==> src/rtl/hazard_pkg.sv <==
// -----------------------------------------------------------------------------
// hazard_pkg
// Shared constants for the hazard scoreboard: tracked-stage indices, the
// "operand unused" Tuse code, Tnew codes for the instruction classes, and a
// default-width view of one scoreboard entry.
// -----------------------------------------------------------------------------
package hazard_pkg;

  // Stage indices after D: entry[STG_E] is the instruction currently in E.
  localparam int STG_E = 1;
  localparam int STG_M = 2;
  localparam int STG_W = 3;

  // Tuse code meaning the operand is not read at all.
  localparam logic [1:0] TUSE_NONE = 2'b11;

  // Tnew codes at E entry: cycles until the result is forwardable.
  localparam logic [1:0] TNEW_PC8  = 2'd0;  // jal link value, ready in E
  localparam logic [1:0] TNEW_ALU  = 2'd1;  // ALU result, ready from M
  localparam logic [1:0] TNEW_LOAD = 2'd2;  // load data, ready from W

  // One tracked entry at default widths (AW=5, TW=2).
  typedef struct packed {
    logic       v;
    logic [4:0] wa;
    logic [1:0] tnew;
  } hz_entry_t;

endpackage

==> src/rtl/fwd_pick.sv <==
// -----------------------------------------------------------------------------
// fwd_pick
// Priority match of one source register against a contiguous run of tracked
// stages. Reports the youngest matching stage and that entry's Tnew; register
// 0 never matches.
// Ports:
//   i_v     [N]      valid bit per candidate stage (bit 0 = stage BASE)
//   i_wa    [N*AW]   destination register per candidate stage
//   i_tnew  [N*TW]   remaining Tnew per candidate stage
//   i_src   [AW]     source register being looked up
//   o_p     [SELW]   youngest matching stage index, 0 if none
//   o_tnew  [TW]     Tnew of that stage, 0 if none
// -----------------------------------------------------------------------------
module fwd_pick #(
  parameter int AW   = 5,
  parameter int TW   = 2,
  parameter int SELW = 2,
  parameter int N    = 3,
  parameter int BASE = 1
) (
  input  logic [N-1:0]    i_v,
  input  logic [N*AW-1:0] i_wa,
  input  logic [N*TW-1:0] i_tnew,
  input  logic [AW-1:0]   i_src,
  output logic [SELW-1:0] o_p,
  output logic [TW-1:0]   o_tnew
);

  // Walk from oldest to youngest so the youngest match overwrites older ones.
  always_comb begin
    o_p    = '0;
    o_tnew = '0;
    for (int k = N - 1; k >= 0; k--) begin
      if (i_v[k] && (i_wa[k*AW +: AW] == i_src) && (i_src != '0)) begin
        o_p    = SELW'(BASE + k);
        o_tnew = i_tnew[k*TW +: TW];
      end
    end
  end

endmodule

==> src/rtl/hazard_scoreboard.sv <==
// -----------------------------------------------------------------------------
// hazard_scoreboard
// Hazard unit for the pipelined MIPS core. Tracks each in-flight destination
// with its remaining Tnew, tracks mult/div occupancy, and produces the D-stage
// stall and forwarding selects for the D, E and M consumers.
// Ports:
//   clk, reset            clock; synchronous active-low reset
//   d_valid               D holds a real instruction
//   d_rs, d_rt            D source registers
//   d_tuse_rs, d_tuse_rt  cycles until D needs the operand (all-ones = unused)
//   d_wa, d_tnew          D destination register and its Tnew at E entry
//   d_md_start, d_md_div  D starts mult/div; div selects the long latency
//   d_md_use              D touches HI/LO or the md unit
//   flush                 squash all tracked E..W entries next edge
//   stall                 hold PC/D and insert a bubble into E
//   fwd_d, fwd_e          {rt,rs} forwarding selects (0 = regfile, p = stage)
//   fwd_m                 rt forwarding select for M (store data)
//   md_busy               md unit counter nonzero
// -----------------------------------------------------------------------------
module hazard_scoreboard
  import hazard_pkg::*;
#(
  parameter int AW       = 5,
  parameter int STAGES   = 3,
  parameter int TW       = 2,
  parameter int MULT_CYC = 5,
  parameter int DIV_CYC  = 10,
  parameter int CW       = 4,
  localparam int SELW    = $clog2(STAGES + 1)
) (
  input  logic              clk,
  input  logic              reset,
  input  logic              d_valid,
  input  logic [AW-1:0]     d_rs,
  input  logic [AW-1:0]     d_rt,
  input  logic [TW-1:0]     d_tuse_rs,
  input  logic [TW-1:0]     d_tuse_rt,
  input  logic [AW-1:0]     d_wa,
  input  logic [TW-1:0]     d_tnew,
  input  logic              d_md_start,
  input  logic              d_md_div,
  input  logic              d_md_use,
  input  logic              flush,
  output logic              stall,
  output logic [2*SELW-1:0] fwd_d,
  output logic [2*SELW-1:0] fwd_e,
  output logic [SELW-1:0]   fwd_m,
  output logic              md_busy
);

  // Tracked state. Only the E stage needs md/div and rs; only E and M need rt.
  logic [STAGES:1]         r_v;
  logic [STAGES:1][AW-1:0] r_wa;
  logic [STAGES:1][TW-1:0] r_tnew;
  logic                    r_e_md;
  logic                    r_e_div;
  logic [AW-1:0]           r_e_rs;
  logic [AW-1:0]           r_e_rt;
  logic [AW-1:0]           r_m_rt;
  logic [CW-1:0]           r_md_cnt;

  function automatic logic [TW-1:0] f_tnew_dec(input logic [TW-1:0] t);
    return (t == '0) ? t : t - TW'(1);
  endfunction

  // A youngest match that is not ready yet blocks forwarding from older stages.
  function automatic logic [SELW-1:0] f_sel(input logic [SELW-1:0] p,
                                            input logic [TW-1:0]   t);
    return (t == '0) ? p : '0;
  endfunction

  function automatic logic f_tuse_hz(input logic [TW-1:0] t,
                                     input logic [TW-1:0] tuse);
    return (tuse != '1) && (t > tuse);
  endfunction

  // ---- lookups: D sees all stages, E sees M and older, M sees W ----
  logic [SELW-1:0] w_p_drs, w_p_drt, w_p_ers, w_p_ert, w_p_mrt;
  logic [TW-1:0]   w_t_drs, w_t_drt, w_t_ers, w_t_ert, w_t_mrt;

  fwd_pick #(.AW(AW), .TW(TW), .SELW(SELW), .N(STAGES), .BASE(STG_E)) u_pick_drs (
    .i_v(r_v), .i_wa(r_wa), .i_tnew(r_tnew), .i_src(d_rs),
    .o_p(w_p_drs), .o_tnew(w_t_drs));
  fwd_pick #(.AW(AW), .TW(TW), .SELW(SELW), .N(STAGES), .BASE(STG_E)) u_pick_drt (
    .i_v(r_v), .i_wa(r_wa), .i_tnew(r_tnew), .i_src(d_rt),
    .o_p(w_p_drt), .o_tnew(w_t_drt));
  fwd_pick #(.AW(AW), .TW(TW), .SELW(SELW), .N(STAGES-STG_M+1), .BASE(STG_M)) u_pick_ers (
    .i_v(r_v[STAGES:STG_M]), .i_wa(r_wa[STAGES:STG_M]), .i_tnew(r_tnew[STAGES:STG_M]),
    .i_src(r_e_rs), .o_p(w_p_ers), .o_tnew(w_t_ers));
  fwd_pick #(.AW(AW), .TW(TW), .SELW(SELW), .N(STAGES-STG_M+1), .BASE(STG_M)) u_pick_ert (
    .i_v(r_v[STAGES:STG_M]), .i_wa(r_wa[STAGES:STG_M]), .i_tnew(r_tnew[STAGES:STG_M]),
    .i_src(r_e_rt), .o_p(w_p_ert), .o_tnew(w_t_ert));
  fwd_pick #(.AW(AW), .TW(TW), .SELW(SELW), .N(STAGES-STG_W+1), .BASE(STG_W)) u_pick_mrt (
    .i_v(r_v[STAGES:STG_W]), .i_wa(r_wa[STAGES:STG_W]), .i_tnew(r_tnew[STAGES:STG_W]),
    .i_src(r_m_rt), .o_p(w_p_mrt), .o_tnew(w_t_mrt));

  // ---- D stall: operand not ready in time, or md unit occupied ----
  logic w_md_in_e;
  logic w_stall;

  assign w_md_in_e = r_v[STG_E] && r_e_md;
  assign w_stall   = reset && d_valid &&
                     (f_tuse_hz(w_t_drs, d_tuse_rs) ||
                      f_tuse_hz(w_t_drt, d_tuse_rt) ||
                      (d_md_use && ((r_md_cnt != '0) || w_md_in_e)));

  // Outputs are forced quiet while reset is asserted.
  assign stall   = w_stall;
  assign fwd_d   = reset ? {f_sel(w_p_drt, w_t_drt), f_sel(w_p_drs, w_t_drs)} : '0;
  assign fwd_e   = reset ? {f_sel(w_p_ert, w_t_ert), f_sel(w_p_ers, w_t_ers)} : '0;
  assign fwd_m   = reset ? f_sel(w_p_mrt, w_t_mrt) : '0;
  assign md_busy = reset && (r_md_cnt != '0);

  // ---- D -> E insert and E..W advance: control ----
  always_ff @(posedge clk) begin
    if (!reset) begin
      r_v      <= '0;
      r_md_cnt <= '0;
    end else begin
      r_v[STG_E] <= d_valid && !w_stall && !flush;
      for (int p = 2; p <= STAGES; p++) begin
        r_v[p] <= r_v[p-1] && !flush;
      end
      // Load is taken from the instruction in E even if it is being flushed.
      if (w_md_in_e) begin
        r_md_cnt <= r_e_div ? CW'(DIV_CYC) : CW'(MULT_CYC);
      end else if (r_md_cnt != '0) begin
        r_md_cnt <= r_md_cnt - CW'(1);
      end
    end
  end

  // ---- D -> E insert and E..W advance: data (qualified by r_v) ----
  always_ff @(posedge clk) begin
    r_wa[STG_E]   <= d_wa;
    r_tnew[STG_E] <= d_tnew;
    r_e_md        <= d_md_start;
    r_e_div       <= d_md_div;
    r_e_rs        <= d_rs;
    r_e_rt        <= d_rt;
    r_m_rt        <= r_e_rt;
    for (int p = 2; p <= STAGES; p++) begin
      r_wa[p]   <= r_wa[p-1];
      r_tnew[p] <= f_tnew_dec(r_tnew[p-1]);
    end
  end

endmodule

==> config.mk <==
export PLATFORM = sky130hd
export DESIGN_NAME = hazard_scoreboard
export DESIGN_NICKNAME = d
export VERILOG_FILES = /design/src/rtl/hazard_pkg.sv /design/src/rtl/fwd_pick.sv /design/src/rtl/hazard_scoreboard.sv
export SDC_FILE = /design/constraint.sdc
export NUM_CORES = 1
export LEC_CHECK = 0
export ABC_AREA = 1
export BUFFER_PORTS_ARGS = -buffer_cell sky130_fd_sc_hd__buf_4
export CAP_MARGIN = 20
export CORE_MARGIN = 10
export CORE_UTILIZATION = 38
export DETAILED_ROUTE_END_ITERATION = 8
export PLACE_DENSITY = 0.59
export SLEW_MARGIN = 20
export SYNTH_ARGS = -nofsm -noshare
export SYNTH_HDL_FRONTEND = slang
export SYNTH_HIERARCHICAL = 1
export SYNTH_SLANG_ARGS = --single-unit
==> constraint.sdc <==
create_clock -name clk -period 4.3 [get_ports clk]
set_input_delay 0.86 -clock clk [delete_from_list [all_inputs] [get_ports clk]]
set_output_delay 0.86 -clock clk [all_outputs]
set_load 0.01 [all_outputs]
After elaboration in Yosys (flattened, before gate mapping)
Index checks and enable logic that the tools add are counted.
{ "op_classes": {"n_lt_le_gt_ge": 2, "n_addsub": 3, "mux": 35, "n_eq_ne": 13, "n_reduce_logical": 52} }
{ "ops": {"columns": ["op", "n"], "rows": [
  ["$mux 2", 30],
  ["$eq 5x5->1", 11],
  ["$logic_and 1x1->1", 33],
  ["$reduce_bool 5->1", 5],
  ["$mux 4", 5],
  ["$logic_not 2->1", 7],
  ["$gt 2x2->1", 2],
  ["$ne 2x2->1 const B", 2],
  ["$reduce_bool 4->1", 1],
  ["$sub 2x1->2 const B", 2],
  ["$sub 4x1->4 const B", 1],
  ["$logic_or 1x1->1", 3],
  ["$logic_not 1->1", 2],
  ["$reduce_bool 2->1", 1]
]} }
{ "totals": {"out_inout_bits": 12, "reg_bits": 45, "wordCells": 118, "inputBits": 28} }

Longest topological paths before layout
Gate-level depths: netlist of run 1.
{ "depth": {"depth_word": 14, "ltp_mapped": 19, "mapped_depth_nobuf": 19} }

By module
Netlist of run 1, hierarchy kept.
{ "modules_own_cells": {"columns": ["module", "cells_each", "area_each_um2", "instances", "seq_area_each_um2"], "rows": [
  ["hazard_scoreboard", 153, 1402.6, 1, 900.9],
  ["fwd_pick (u_pick_drs ...)", 109, 490.5, 2, 0.0],
  ["fwd_pick (u_pick_ers ...)", 67, 294.0, 2, 0.0],
  ["fwd_pick (u_pick_mrt)", 35, 141.4, 1, 0.0]
]} }

Worst setup path after synthesis of run 1
OpenSTA, ideal clock, no wires.
{ "synth_timing": {"path_kind": "input port to output port", "startpoint": "in d_rt[3]", "endpoint": "out stall", "path_stages": 18, "required_time_ns": 3.440, "setup_slack_ns": 1.199, "arrival_ns": 2.241, "n_path_buf": 0, "cell_sequence": "inv_2 > nor2_1 > nor2_1 > nand2_1 > nor2_2 > nand3_1 > nor2_1 > nor2_1 > nor2_1 > inv_1 > ha_1 > nand2_1 > nand2_1 > inv_1 > nand2_1 > nand3_2 > nand2_1 > inv_1"} }
{ "synth_via": {"elab_chain_cells": 11, "elab_cells_between_ends": 18, "classes_between": "order compare: 1; eq/ne: 3; mux: 3; reduce/logical: 11"} }
{ "synth_lines": {"columns": ["item", "line_no", "source"], "rows": [
  ["start: declaration", "hazard_scoreboard.sv:35", "input logic [AW-1:0] d_rt,"],
  ["$eq 5x5->1", "fwd_pick.sv:34", "if (i_v[k] && (i_wa[k*AW +: AW] == i_src) && (i_src != '0)) begin"],
  ["$logic_and 1x1->1 (2 in series)", "fwd_pick.sv:34", null],
  ["$mux 2 (2 in series)", "fwd_pick.sv:34", null],
  ["$mux 2 (*)", "fwd_pick.sv:34", null],
  ["net w_t_drt[0]", "hazard_scoreboard.sv:79", "logic [TW-1:0] w_t_drs, w_t_drt, w_t_ers, w_t_ert, w_t_mrt;"],
  ["$gt 2x2->1 (*)", "hazard_scoreboard.sv:74", "return (tuse != '1) && (t > tuse);"],
  ["$logic_and 1x1->1 (*)", "hazard_scoreboard.sv:74", null],
  ["$logic_or 1x1->1 (*)", "hazard_scoreboard.sv:103", "(f_tuse_hz(w_t_drs, d_tuse_rs) ||"],
  ["$logic_or 1x1->1 (*)", "hazard_scoreboard.sv:104", "f_tuse_hz(w_t_drt, d_tuse_rt) ||"],
  ["$logic_and 1x1->1 (*)", "hazard_scoreboard.sv:102", "assign w_stall = reset && d_valid &&"],
  ["end: declaration", "hazard_scoreboard.sv:44", "output logic stall,"]
]} }
The timed path passes the listed nets; every way through them passes the cells marked *.

Worst setup path in the final report of run 1
Ends and elaborated chain as after synthesis.

==> flow_summary.yaml, run 1 <==
timing:
  finalWorstSetupSlack_ps: 758
  slew_headroom_pct: 74.4
  finalClockSkew_ps: 3.43
  slew_violations: 0
  finalHoldViolCount: 0
  grt_setup_unrepaired: "false"
  tightest_slew_ps: 383
  hold_ws_ps: 400
  fin_crit_sh_pct: 82.4
  timing.fmax_mhz: 282
  period_needed_ps: 3540
  final-setup-viol-count: 0
  fin_setup_tns_ps: 0
synthesis:
  synth_top_area_share_pct: 28.9
  netlist_instances: 540
  yosys.area.top_type: "dfxtp_1"
  syn_area_per_cell_sq_um: 5.76
  synth-seq-cells: 45
  seq_area_frac_synth_pct: 28.9
  ys_types: 24
  netlist_area_sq_mm: 0.00311
  synth_area_leaders: "dfxtp_1 (29%), nand2_1 (22%), inv_1 (13%)"
  synthesis.nets: 574
  synth.yosys.warnings: 6
detailed_routing:
  first_pass_iters: 5
  met2_length_um: 3630
  via_per_inst: 4.53
  drc_errors: 0
  drt-initial-drc-count: 180
  met1_length_um: 3480
  vias: 3113
  avgRoutedWirePerCell_um: 11.0
  ant_nets: 0
  routed-wl-met3_um: 377
  maxUsedRoutingLayer: "met4"
  wl_um: 7580
critical_path:
  r2r-end: "r_v[1]$_SDFF_PN0_"
  endpoint_kind: "output port"
  worstSetupStartpoint: "d_rt[3]"
  reg2reg_slack_ps: 2220
  timing_worst_setup_path_type: "in -> out"
  worstRegToRegCells: 16
  worstPathArrival_ps: 2680
  rr_startpoint: "r_wa[8]$_DFF_P_"
  required_ps: 3440
  cp-start-kind: "primary input"
  crit_fanout: 8
worst_hold_path:
  hold_depth: 0
  min_to: "r_m_rt[3]$_DFF_P_"
  holdCritPathClass: "reg -> reg"
  holdCritStartpoint: "r_e_rt[3]$_DFF_P_"
cells_and_area:
  nets: 618
  diodes: 0
  drive_above_1_share_pct: 18.5
  finalInstanceArea_sq_mm: 0.00360
  areaGrowthSynthToFinish_pct: 15.8
  mostFrequentLayoutCell: "nand2_1"
  layout_common_cells: "nand2_1 (180), inv_1 (107), nor2_1 (78)"
  final_cell_count_no_fill: 687
place:
  preCtsSetupSlack_ps: 773
  dpl.hpwl_um: 6190
  port_buffers: 39
  place_inst: 679
  place_congestion: 0.878
  placed_area_sq_mm: 0.00352
cts:
  clk_latency_ps: 300
  cts_max_level: 2
  cts_tree: "done"
  clkTransAtPathRegs_ps: 80
  postCtsHoldBufs: 0
  numClockSinks: 45
  cts_resized: 0
  cts_buffer_depth: 2
  clockRootBuffer: "clkbuf_8"
  cts_setup_buffers: 0
  numCtsBuffers: 5
global_route:
  grt_pass1_vias: 2997
  overflow: 0
  grt_usage_pct: 12.4
  grt_start_max_net_pins: 14
  grt_antenna_before_repair: 0
  grt_pass1_wl_um: 13200
power:
  power_switching_w: 0.000326
  p_leak_nw: 2.06
  p_int_w: 0.000663
  comb_power_share_pct: 24.4
  irDropWorstVdd_uv: 209
  p_sw_share_pct: 33.0
  p_seq_share_pct: 49.7
  powerDensity_mw_per_mm2: 275
  clkPwrFrac_pct: 25.9
floorplanning:
  die_w_um: 111
  initial_core_util_pct: 39.7
  dieHeight_um: 111
  die-area_sq_mm: 0.0122
  row_count: 32
  coreArea_sq_mm: 0.00785
  num_io_pins: 40
flow_run:
  drv_cap: 0
status:
  outcome: "completed"
## worst max-delay path by stage
stage,endpoint,depth (start not counted)
floorplan,stall,18
global placement,stall,20
detailed placement,stall,20
CTS,stall,20
finish,stall,20
global route,stall,20
## worst max-delay path: stages
cell and delay, ps:
buf_4 130, inv_2 130, nand2_1 120, o21ai_0 110
nor2_1 70, nand2_1 110, nor2_4 60, nor2_1 100
nor2_1 50, nor2_1 120, inv_1 60, ha_1 260
nand2_1 40, nand2_1 50, inv_1 30, nand2_1 70
nand3_2 90, nand2_1 60, inv_1 30, buf_4 130
## synth_stat cells (all sizes together)
cell type,number
xnor2,2
o21ai,14
nor3,2
a21oi,5
nor2,98
inv,126
ha,6
or2,2
buf,2
nand3,34
nand2,195
dfxtp,45
xor2,1
a21boi,2
nand4,6
## stage by stage
stage | utilization [%] | power [W]
final | 45.9 | 0.000989
after global routing | 45.9 | 0.00107
after CTS | 45.9 | 0.00100
after detailed placement | 44.9 | 0.000744
after global placement | 44.9 | 0.000740
after floorplan | - | 0.000668
## flip-flops by register name (all words and copies together) (netlist names)
signal    flops
r_e_div       1
r_e_rt        5
r_tnew        6
r_wa         15
r_v           3
r_e_rs        5
r_m_rt        5
r_md_cnt      4
r_e_md        1
## per-layer routing
layer	global-route usage, %	vias to the layer above
met5	0	-
met4	3.20	0
met3	2.43	7
met2	21.1	62
met1	15.5	1378
li1	-	1666
## logic make-up (layout without fill, tap and decap cells)
logic type      Yosys count  after routing  synth area share [%]
simple gates            337            337                  48.4
buf+inv                 128            173                  15.6
flops                    45             45                  28.9
compound gates           21             21                  3.78
fa+ha+maj                 6              6                  2.41
xor+xnor                  3              3                 0.844
## cell type report
class / instances / area, sq um
clock buffer: 6 / 72.6
clock inverter: 2 / 10.0
fill: 855 / 4240
inverter: 126 / 473
multi-input combinational: 367 / 1730
sequential: 45 / 901
tap: 102 / 128
timing repair buffer: 39 / 293
## power groups by stage
stage | Sequential, W | Clock (W) | Combinational [W]
floorplan | 0.000489 | 0 | 0.000179
global placement | 0.000502 | 0 | 0.000238
detailed placement | 0.000502 | 0 | 0.000242
CTS | 0.000492 | 0.000267 | 0.000243
global route | 0.000500 | 0.000285 | 0.000288
finish | 0.000492 | 0.000256 | 0.000242
Power figures use the tool's default switching activity.
==> inputs of run 2 (changes only) <==
PLACE_DENSITY = 0.61   (was 0.59)
clock period = 3.22 ns   (was 4.3 ns; I/O delays follow)
==> flow_summary.yaml, run 2 (synthesized netlist as in run 1, its figures left out) <==
cts:
  postCtsHoldBufs: 0
  cts_max_level: 2
  numClockSinks: 45
  cts_buffer_depth: 2
  clkTransAtPathRegs_ps: 80
  clockRootBuffer: "clkbuf_8"
  numCtsBuffers: 5
  clk_latency_ps: 300
  cts_tree: "done"
flow_run:
  drv_cap: 0
timing:
  final-setup-viol-count: 0
  fin_setup_tns_ps: 0
  tightest_slew_ps: 329
  finalClockSkew_ps: 7.28
  hold_ws_ps: 393
  period_needed_ps: 3070
  slew_headroom_pct: 78.1
  fin_crit_sh_pct: 95.3
  finalHoldViolCount: 0
  timing.fmax_mhz: 326
  slew_violations: 0
cells_and_area:
  mostFrequentLayoutCell: "nand2_1"
  drive_above_1_share_pct: 24.7
  finalInstanceArea_sq_mm: 0.00389
  largestRegisters: "r_wa x15, r_tnew x6"
  areaGrowthSynthToFinish_pct: 25.1
  largest_register_ffs: 15
  nets: 625
  utilization_pct: 49.6
  top_register: "r_wa"
  fill_cells: 827
  regArea_sq_um: 935
  multi_input_area_sq_mm: 0.00181
  layout_common_cells: "nand2_1 (171), inv_1 (106), nor2_1 (70)"
  diodes: 0
critical_path:
  required_ps: 2580
  max_stage_delay_ps: 290
  r2r-end: "r_v[1]$_SDFF_PN0_"
  worstRegToRegCells: 19
  reg2reg_slack_ps: 1130
  timing_worst_setup_path_type: "in -> out"
  endpoint_kind: "output port"
  path_cells: "buf_4, inv_4, nand2_1, o21ai_1, nor2_1, nand2_1, nor2_4, nor2_1, nor2_1, nor2_1, ha_1, nand2_1, nand2_1, inv_1, nand2_1, nand3_2, nand2_2, inv_2, buf_6"
  cpMostUsedCell: "nand2_1"
  cp_slowest_cell: "ha_1"
  critPathBufInv: 5
  cp-start-kind: "primary input"
  rr_startpoint: "r_wa[11]$_DFF_P_"
  worstPathArrival_ps: 2420
  critPathTopFamily: "simple AND/OR/NAND/NOR gates"
  crit_fanout: 5
detailed_routing:
  drc_errors: 0
  avgRoutedWirePerCell_um: 11.3
  via_per_inst: 4.52
  first_pass_iters: 5
  wl_um: 7850
  ant_nets: 0
  vias: 3137
  drt-initial-drc-count: 154
power:
  powerDensity_mw_per_mm2: 376
  report.power.total_w: 0.00146
  p_leak_nw: 2.13
  irDropWorstVdd_uv: 251
floorplanning:
  row_count: 32
  coreArea_sq_mm: 0.00785
  num_io_pins: 40
  die_w_um: 111
  dieHeight_um: 111
  die-area_sq_mm: 0.0122
  initial_core_util_pct: 39.7
global_route:
  grt_usage_pct: 12.6
  overflow: 0
  grt_pass1_wl_um: 13200
  grt_start_max_net_pins: 15
  grt_antenna_before_repair: 0
  grt_pass1_vias: 3007
worst_hold_path:
  holdCritStartpoint: "r_e_rt[3]$_DFF_P_"
  min_to: "r_m_rt[3]$_DFF_P_"
  hold_depth: 0
  holdCritPathClass: "reg -> reg"
status:
  outcome: "completed"
place:
  dpl.hpwl_um: 6210
  port_buffers: 39
  placed_area_sq_mm: 0.00352
  place_congestion: 0.856
==> run 2: cell types whose count changed in the layout (fill, tap and decap cells not counted), moves of 3 or more <==
cell	before	now
dfxtp_2	0	3
nor2_1	78	70
dfxtp_1	45	34
buf_6	0	4
nand2_2	13	21
inv_4	0	3
nand2_1	180	171
nor2_4	10	17
inv_2	19	13
dfxtp_4	0	8
==> run 2: final cells by class <==
| type | count | area share [%] |
|---|---|---|
| well taps | 102 | 3.28 |
| inverters | 126 | 13.1 |
| flip-flops and latches | 45 | 24.0 |
| clock inverters | 2 | 0.964 |
| clock buffers | 6 | 2.12 |
| repair buffers | 46 | 9.96 |
| multi-input cells | 367 | 46.6 |
==> run 2: worst reg2reg max path, cell delays in order (launching register included) <==
cell and delay (ps):
dfxtp_4 420, inv_1 60, nand2_1 50, nand2_1 50
inv_1 50, nand2_1 80, nor2_4 130, nand3_2 80
nor2_1 110, nor2_1 50, nor2_1 130, inv_1 60
ha_1 270, nand2_1 50, nand2_1 50, inv_1 30
nand2_1 70, nand3_2 90, buf_4 140, nor2_2 60
==> run 2: per-layer routing <==
layer  up-vias  wire length [um]  GRT usage [%]
met5         -                 0              0
met4         0               123           5.27
met3         9               405           2.70
met2        59              3790           21.3
li1       1686                 -              -
met1      1383              3540           14.9
==> run 2: worst max-delay path by stage <==
stage | slack [ps] | end | cells past startpoint | start
after floorplan | 550 | stall | 18 | d_rt[3]
after global placement | 130 | stall | 20 | d_rt[3]
after detailed placement | 90 | stall | 20 | d_rt[3]
after CTS | 40 | stall | 18 | r_wa[5]$_DFF_P_
after global routing | -20 | stall | 20 | d_rt[3]
final | 150 | stall | 19 | d_rt[0]
==> run 2: timing repair <==
| action | 4_1_cts | 5_1_grt |
|---|---|---|
| setup endpoints to repair | 0 | 1 |
| resized for setup | 0 | 70 |
| setup buffers | 0 | 7 |
==> run 2: where the power goes <==
part	internal (W)	switching, W	leakage [nW]
registers	0.000600	0.0000565	0.381
clock network	0.000252	0.000196	0.0574
logic	0.000153	0.000205	1.70
==> run 2: stage by stage <==
stage / cells / setup slack, ps
after global routing: 694 / -21.8
after global placement: 679 / 130
after detailed placement: 679 / 92.1
final: 694 / 152
after CTS: 687 / 42.1
after floorplan: 540 / 551
